--- src/rtl/stream_source.sv ---
// Valid/ready burst source: incrementing-count or 32-bit Galois LFSR payload, backpressure-safe.
// Define STREAM_SOURCE_THROTTLE_EN to honour the per-beat idle gap (GAP state + gap counter).
module stream_source #(
    parameter int DATA_W = 32,
    parameter int CNT_W  = 16
) (
    input  logic              clk,
    input  logic              rst,
    input  logic              start,
    input  logic [CNT_W-1:0]  len,
    input  logic              mode,
    input  logic [DATA_W-1:0] seed,
    input  logic [3:0]        gap,
    output logic              out_valid,
    input  logic              out_ready,
    output logic [DATA_W-1:0] data_out,
    output logic              busy,
    output logic              done,
    output logic [CNT_W-1:0]  sent_count
);

    typedef enum logic [1:0] {
        S_IDLE,
        S_SEND,
        S_GAP,
        S_DONE
    } state_t;

    localparam logic [DATA_W-1:0] LFSR_TAPS = DATA_W'(32'h8020_0003);

    state_t            r_state, w_state_nxt;
    logic              r_valid, w_valid_nxt;
    logic [DATA_W-1:0] r_data,  w_data_nxt;
    logic              r_busy,  w_busy_nxt;
    logic              r_done,  w_done_nxt;
    logic [CNT_W-1:0]  r_sent,  w_sent_nxt;
    logic [CNT_W-1:0]  r_remain, w_remain_nxt;
    logic              r_mode,  w_mode_nxt;
    logic              w_beat;
    logic [DATA_W-1:0] w_adv;

`ifdef STREAM_SOURCE_THROTTLE_EN
    logic [3:0]        r_gap,     w_gap_nxt;
    logic [3:0]        r_gap_cnt, w_gap_cnt_nxt;
`else
    logic              w_unused_gap;
    assign w_unused_gap = |gap;
`endif

    always_comb begin
        w_beat = r_valid & out_ready;
        if (r_mode) begin
            w_adv = r_data[0] ? ((r_data >> 1) ^ LFSR_TAPS) : (r_data >> 1);
        end else begin
            w_adv = r_data + DATA_W'(1);
        end
    end

    always_comb begin
        w_state_nxt  = r_state;
        w_valid_nxt  = r_valid;
        w_data_nxt   = r_data;
        w_busy_nxt   = r_busy;
        w_done_nxt   = 1'b0;
        w_sent_nxt   = r_sent;
        w_remain_nxt = r_remain;
        w_mode_nxt   = r_mode;
`ifdef STREAM_SOURCE_THROTTLE_EN
        w_gap_nxt     = r_gap;
        w_gap_cnt_nxt = r_gap_cnt;
`endif
        case (r_state)
            S_IDLE: begin
                if (start) begin
                    if (len != '0) begin
                        w_remain_nxt = len;
                        w_mode_nxt   = mode;
`ifdef STREAM_SOURCE_THROTTLE_EN
                        w_gap_nxt    = gap;
`endif
                        // An all-zero LFSR state would lock up, so substitute 1.
                        w_data_nxt   = (mode && seed == '0) ? DATA_W'(1) : seed;
                        w_sent_nxt   = '0;
                        w_busy_nxt   = 1'b1;
                        w_valid_nxt  = 1'b1;
                        w_state_nxt  = S_SEND;
                    end else begin
                        w_done_nxt  = 1'b1;
                        w_state_nxt = S_DONE;
                    end
                end
            end
            S_SEND: begin
                if (w_beat) begin
                    w_sent_nxt   = r_sent + CNT_W'(1);
                    w_remain_nxt = r_remain - CNT_W'(1);
                    w_data_nxt   = w_adv;
                    if (r_remain == CNT_W'(1)) begin
                        w_valid_nxt = 1'b0;
                        w_busy_nxt  = 1'b0;
                        w_done_nxt  = 1'b1;
                        w_state_nxt = S_DONE;
`ifdef STREAM_SOURCE_THROTTLE_EN
                    end else if (r_gap != '0) begin
                        w_valid_nxt   = 1'b0;
                        w_gap_cnt_nxt = r_gap;
                        w_state_nxt   = S_GAP;
`endif
                    end
                end
            end
            S_GAP: begin
`ifdef STREAM_SOURCE_THROTTLE_EN
                // Counter holds the cycles still to idle, so leave when one remains.
                if (r_gap_cnt == 4'd1) begin
                    w_valid_nxt = 1'b1;
                    w_state_nxt = S_SEND;
                end else begin
                    w_gap_cnt_nxt = r_gap_cnt - 4'd1;
                end
`else
                w_state_nxt = S_IDLE;
`endif
            end
            S_DONE: begin
                w_state_nxt = S_IDLE;
            end
            default: begin
                w_state_nxt = S_IDLE;
            end
        endcase
    end

    always_ff @(posedge clk or negedge rst) begin
        if (!rst) begin
            r_state  <= S_IDLE;
            r_valid  <= 1'b0;
            r_data   <= '0;
            r_busy   <= 1'b0;
            r_done   <= 1'b0;
            r_sent   <= '0;
            r_remain <= '0;
            r_mode   <= 1'b0;
`ifdef STREAM_SOURCE_THROTTLE_EN
            r_gap     <= '0;
            r_gap_cnt <= '0;
`endif
        end else begin
            r_state  <= w_state_nxt;
            r_valid  <= w_valid_nxt;
            r_data   <= w_data_nxt;
            r_busy   <= w_busy_nxt;
            r_done   <= w_done_nxt;
            r_sent   <= w_sent_nxt;
            r_remain <= w_remain_nxt;
            r_mode   <= w_mode_nxt;
`ifdef STREAM_SOURCE_THROTTLE_EN
            r_gap     <= w_gap_nxt;
            r_gap_cnt <= w_gap_cnt_nxt;
`endif
        end
    end

    assign out_valid  = r_valid;
    assign data_out   = r_data;
    assign busy       = r_busy;
    assign done       = r_done;
    assign sent_count = r_sent;

endmodule

--- config.mk ---
export PLATFORM = sky130hd
export DESIGN_NAME = stream_source
export DESIGN_NICKNAME = d
export VERILOG_FILES = /design/src/rtl/stream_source.sv
export SDC_FILE = /design/constraint.sdc
export NUM_CORES = 1
export LEC_CHECK = 0
export CORE_ASPECT_RATIO = 1.25
export CORE_MARGIN = 8
export CORE_UTILIZATION = 45
export CTS_CLUSTER_SIZE = 20
export DETAILED_ROUTE_END_ITERATION = 12
export PLACE_DENSITY_LB_ADDON = 0.2
export SETUP_SLACK_MARGIN = 0.3
export SYNTH_ARGS = -nofsm -noshare
export SYNTH_HDL_FRONTEND = slang
export SYNTH_SLANG_ARGS = --single-unit
export TNS_END_PERCENT = 30
--- constraint.sdc ---
create_clock -name clk -period 6.3 [get_ports clk]
set_clock_uncertainty 0.15 [all_clocks]
set_input_delay 1.575 -clock clk [delete_from_list [all_inputs] [get_ports clk]]
set_output_delay 1.575 -clock clk [all_outputs]
set_load 0.05 [all_outputs]
==> reports/metrics.cfg <==
[run_status]
outcome=complete, no violations

[global_route]
grt_max_degree=70
grt_pass1_wl_um=24000
grtUsageTotal_pct=21.3
grt-ovfl-total=0
antenna_found_initial=0
grt_pass1_vias=4938

[setup_path]
crit_path_frequent_cell=nor4_1
critical-path-max-stage-delay_ns=0.61
crit_arrival_ns=4.26
required_ns=6.35
worstSetupPathType=in2reg
endpoint_kind=flip-flop
startpoint_type=input port
worstPathCellList=clkdlybuf4s50_1, nor4_1, nand3_1, o21ai_4, buf_4, nor4_1, a2111oi_1
slowest_stage=o21ai_4
crit_fanout=26

[clock_network]
clk_latency_ns=0.33
h-tree-depth=3
cts_sinks=69
cts_buffers=9
cts_buffer_depth=2
cts_setup_buffers=0
cts_tree=yes
cts_resized=0
cts_hold_buf=0
cts_root_buf=clkbuf_16
clk_pin_slew_ns=0.05

[sta]
tightestPinTransition_ns=0.905
post-route-period-util_pct=66.8
max_slew_margin_pct=39.7
setup_violations=0
fmax_mhz=238
slew_viol_final=0
rsz0062_at_grt=no
period_needed_ns=4.21
finalHoldViolations=0
tns_ns=0

[synth]
synth-edff-count=0
synthTopCellsByArea=dfrtp_1 (37%), a21oi_1 (7.0%), o21ai_0 (5.2%), nand2_1 (4.4%), nor2_1 (3.0%)
synth-seq-cells=69
yosysTopAreaCell=dfrtp_1
syn_inst=589
synth_area_sq_um=4720
netlist.area_leader.share_pct=36.5
syn_nets=650
synthFlopType=dfrtp_1
synth.distinct_cells=58
ys_seq_area_share_pct=36.5
avgSynthCellArea_sq_um=8.02
yosysWarnings=0
synthArstFlopShare_pct=100

[floorplanning]
die_area_sq_um=14100
coreArea_sq_um=10400
start_util_pct=45.4
num_rows=42
ioPinCount=108
die_h_um=131
die_w_um=108

[final_layout]
fin_nets=730
drive_above_1_share_pct=5.36
syn_to_final_growth_pct=28.7
diodes=0
fillers=970

[route]
wl_um=15300
drt_iter0_drc=355
num_vias=5096
drt_first_pass_iters=5
avgViaCountPerCell=6.34
antenna_left=0
drc=0
avgRoutedWirePerCell_um=19.0

[job]
max_cap_viol_count=0

[place]
hpwl_um=10800
gp_congestion=0.850
portBuffers=103

[min_path]
hold_path_class=reg2reg

[power]
leakagePower_nw=2.35
fin_total_pwr_mw=2.85
vdd_drop_max_mv=0.317
p_per_area_nw_per_um2=468

## registers in the layout (all words and copies together) (netlist names)
name        cells
data_out       32
r_remain       16
sent_count     16
busy            1
r_mode          1
r_state         2
done            1
## critical path, delay by kind of cell
kind	cells	cell delay, ns
simple gates	3	0.92
buf+inv	2	0.81
compound gates	2	0.94
## per-stage QoR
stage	instances	hold WS, ns	utilization, %	cell area (sq um)	worst slack (ns)
2_1_floorplan	589	0.306	-	4720	2.93
3_3_place_gp	790	0.322	56.0	5830	1.84
3_5_place_dp	790	0.331	56.0	5830	1.82
4_1_cts	804	0.346	58.4	6080	2.16
5_1_grt	804	0.369	58.4	6080	1.91
6_report	804	0.346	58.4	6080	2.09
## report_power, final
| group | internal, mW | switching, mW |
|---|---|---|
| Sequential | 0.611 | 0.280 |
| Clock | 0.260 | 0.181 |
| Combinational | 0.568 | 0.946 |
## area by class of cell
type | count | area, sq um | share of cell area [%]
inverter | 16 | 60.1 | 0.988
timing repair buffer | 112 | 1090 | 18.0
sequential | 69 | 1730 | 28.4
tap | 132 | 165 | 2.72
clock inverter | 3 | 15.0 | 0.247
clock buffer | 11 | 233 | 3.83
multi-input combinational | 461 | 2790 | 45.8
## Yosys cell counts, types with 9 or more instances
cell and number:
and3_1 11, nand2b_1 11, a22o_1 13, xnor2_1 9, nand3_1 28, nor4_1 21
clkbuf_1 35, dfrtp_1 69, a21oi_1 66, a2bb2oi_1 9, nand2_1 56, nand4_1 16
inv_1 15, nor3_1 12, nor2_1 38, o21ai_0 49
## final timing paths
check                                         start                        to  slack, ns  cells after the start
setup / recovery                            len[10]  data_out[31]$_DFFE_PN0P_       2.09                      7
hold / removal             r_remain[11]$_DFFE_PN0P_  r_remain[11]$_DFFE_PN0P_       0.35                      1
setup reg to reg             r_state[0]$_DFFE_PN0P_  data_out[31]$_DFFE_PN0P_       3.27                      6
hold reg to reg            r_remain[11]$_DFFE_PN0P_  r_remain[11]$_DFFE_PN0P_       0.35                      1
max in group asynchronous                       rst   r_remain[1]$_DFFE_PN0P_       4.11                      2
min in group asynchronous                       rst  data_out[20]$_DFFE_PN0P_       1.32                      2
## cells in the final DEF (no fill, tap or decap), drive strengths merged, types with 12 or more instances in the layout
cell,instances
clkdlybuf4s50,102
a22o,13
nor3,12
a21oi,66
nand4,16
nor4,21
nor2,38
inv,15
o21ai,50
dfrtp,69
nand3,30
nand2,56
## routing by layer
layer  vias up  wire length (um)  share of wire [%]  track usage (%)
li1       2381                 -                  -                -
met1      2465              6170                 40             25.0
met2       216              7640                 50             36.0
met3        34               990                6.5             4.22
met4         0               459                3.0             11.0
met5         -                 0                  0                0
## cell families (layout without fill, tap and decap cells)
logic type | Yosys count | in the layout | share of synthesized area [%]
buf+inv | 59 | 142 | 4.85
compound gates | 204 | 204 | 27.4
fa+ha+maj | 4 | 4 | 1.06
xor+xnor | 13 | 13 | 2.41
simple gates | 229 | 229 | 25.3
flops | 69 | 69 | 36.5
mux | 11 | 11 | 2.41
(Power assumes the default switching activity.)
==> edit (same settings) <==
`r_data` no longer has a reset.
--- a/src/rtl/stream_source.sv
+++ b/src/rtl/stream_source.sv
@@ -135,7 +135,6 @@
         if (!rst) begin
             r_state  <= S_IDLE;
             r_valid  <= 1'b0;
-            r_data   <= '0;
             r_busy   <= 1'b0;
             r_done   <= 1'b0;
             r_sent   <= '0;
@@ -148,7 +147,6 @@
         end else begin
             r_state  <= w_state_nxt;
             r_valid  <= w_valid_nxt;
-            r_data   <= w_data_nxt;
             r_busy   <= w_busy_nxt;
             r_done   <= w_done_nxt;
             r_sent   <= w_sent_nxt;
@@ -161,6 +159,10 @@
         end
     end
 
+    always_ff @(posedge clk) begin
+        r_data <= w_data_nxt;
+    end
+
     assign out_valid  = r_valid;
     assign data_out   = r_data;
     assign busy       = r_busy;
Function: changed (Yosys sat finds a counterexample within 4 cycles, from zero or initial values and one cycle with rst low).
==> edit against the original RTL <==
Cell count fell by 10%; sequential cell count unchanged; worst setup slack got worse by 0.25 ns; core utilization is 1.7 points higher; via count down 14%; synthesized area fell by 7.0%; wire length is 10% lower; final area fell by 5.5%; register-to-register slack lost 0.24 ns; sequential share of layout area up 4.4 points; hold slack better by 0.048 ns.
Power is not compared: it rests on default switching activity, and its combinational part moved more than twofold at a synthesized area within 25%.
==> edit: results (changes against the original RTL) <==
{| class="wikitable"
! Metric !! Value
|-
| Status || complete, no violations (unchanged)
|-
| Pin count of the biggest net entering global routing || 67 (was 70)
|-
| Critical Path Slowest Stage Cell || sky130_fd_sc_hd__nand4_1 (was sky130_fd_sc_hd__o21ai_4)
|-
| Average wire per standard cell || 19.0 µm (about the same)
|-
| Maximum net fanout on the critical path || 37 (was 26)
|-
| Compound-Gate Fraction of Synth Area || 20.7% (was 27.4%)
|-
| Setup crit start || len[3] (was len[10])
|-
| Proportion of synthesized area in mux cells || 0.228% (was 2.41%)
|-
| Top post-synthesis cells by count || sky130_fd_sc_hd__o21ai_0 (51), sky130_fd_sc_hd__nor2_1 (50), sky130_fd_sc_hd__a21oi_1 (43), sky130_fd_sc_hd__dfrtp_1 (37), sky130_fd_sc_hd__nand2_1 (35) (was sky130_fd_sc_hd__dfrtp_1 (69), sky130_fd_sc_hd__a21oi_1 (66), sky130_fd_sc_hd__nand2_1 (56), sky130_fd_sc_hd__o21ai_0 (49), sky130_fd_sc_hd__nor2_1 (38))
|-
| Syn nets || 564 (was 650)
|-
| Largest stage delay on the critical path || 0.45 ns (was 0.61 ns)
|-
| Worst R2R Setup Slack || 3.03 ns (was 3.27 ns)
|-
| Wire length on met2 || 6900 µm (was 7640 µm)
|-
| Capture point of the worst path || r_remain[11] (was data_out[31])
|-
| Via count || 4405 (was 5096)
|-
| Number of DRC markers after the initial detailed-route iteration || 307 (was 355)
|-
| DPL Wire Length || 9530 µm (was 10800 µm)
|-
| Met3 usage in global routing || 4.15% (was 4.22%)
|-
| Weighted congestion reported at the end of routability-driven placement || 0.845 (was 0.850)
|-
| Sequential-to-total area share from yosys stat || 43.0% (was 36.5%)
|-
| Global-route wire length before repair || 22200 µm (was 24000 µm)
|-
| Hold endpoint || sent_count[0] (was r_remain[11])
|-
| Global-route track usage on met1 || 24.5% (was 25.0%)
|-
| Cell family contributing the most delay on the critical path || buffers and inverters (was compound AO/OA/AOI/OAI gates)
|-
| Detailed-route wire length on metal 1 || 5840 µm (was 6170 µm)
|-
| Met2 Track Usage GR || 34.5% (was 36.0%)
|-
| Met3 layer wire length in the routed design || 713 µm (was 990 µm)
|-
| Worst Min Path Start || sent_count[0] (was r_remain[11])
|}
==> edit: cell types whose count changed in the layout (fill, tap and decap cells not counted), sizes merged, moves of 9 or more <==
cell / change
nand3: -9
nand2b: -10
a21oi: -23
xor2: +19
dfrtp: -32
nand2: -20
edfxtp: +32
nor2: +12
==> edit: stage by stage <==
step | util [%] | std cells | hold slack (ns) | setup slack, ns | power, mW
5_1_grt | 60.1 | 720 | 0.432 | 1.59 | 2.04
4_1_cts | 60.1 | 720 | 0.400 | 1.80 | 1.94
3_5_place_dp | 57.3 | 704 | 0.385 | 1.46 | 1.48
2_1_floorplan | - | 503 | 0.339 | 2.78 | 1.22
6_report | 60.1 | 720 | 0.393 | 1.84 | 1.94
3_3_place_gp | 57.3 | 704 | 0.357 | 1.50 | 1.45
==> edit: final cells by class <==
cell class | instances | share of cell area [%]
inverter | 7 | 0.457
sequential | 69 | 32.8
clock buffer | 11 | 4.22
timing repair buffer | 109 | 18.6
clock inverter | 5 | 0.457
tap | 126 | 2.74
multi-input combinational | 393 | 40.6
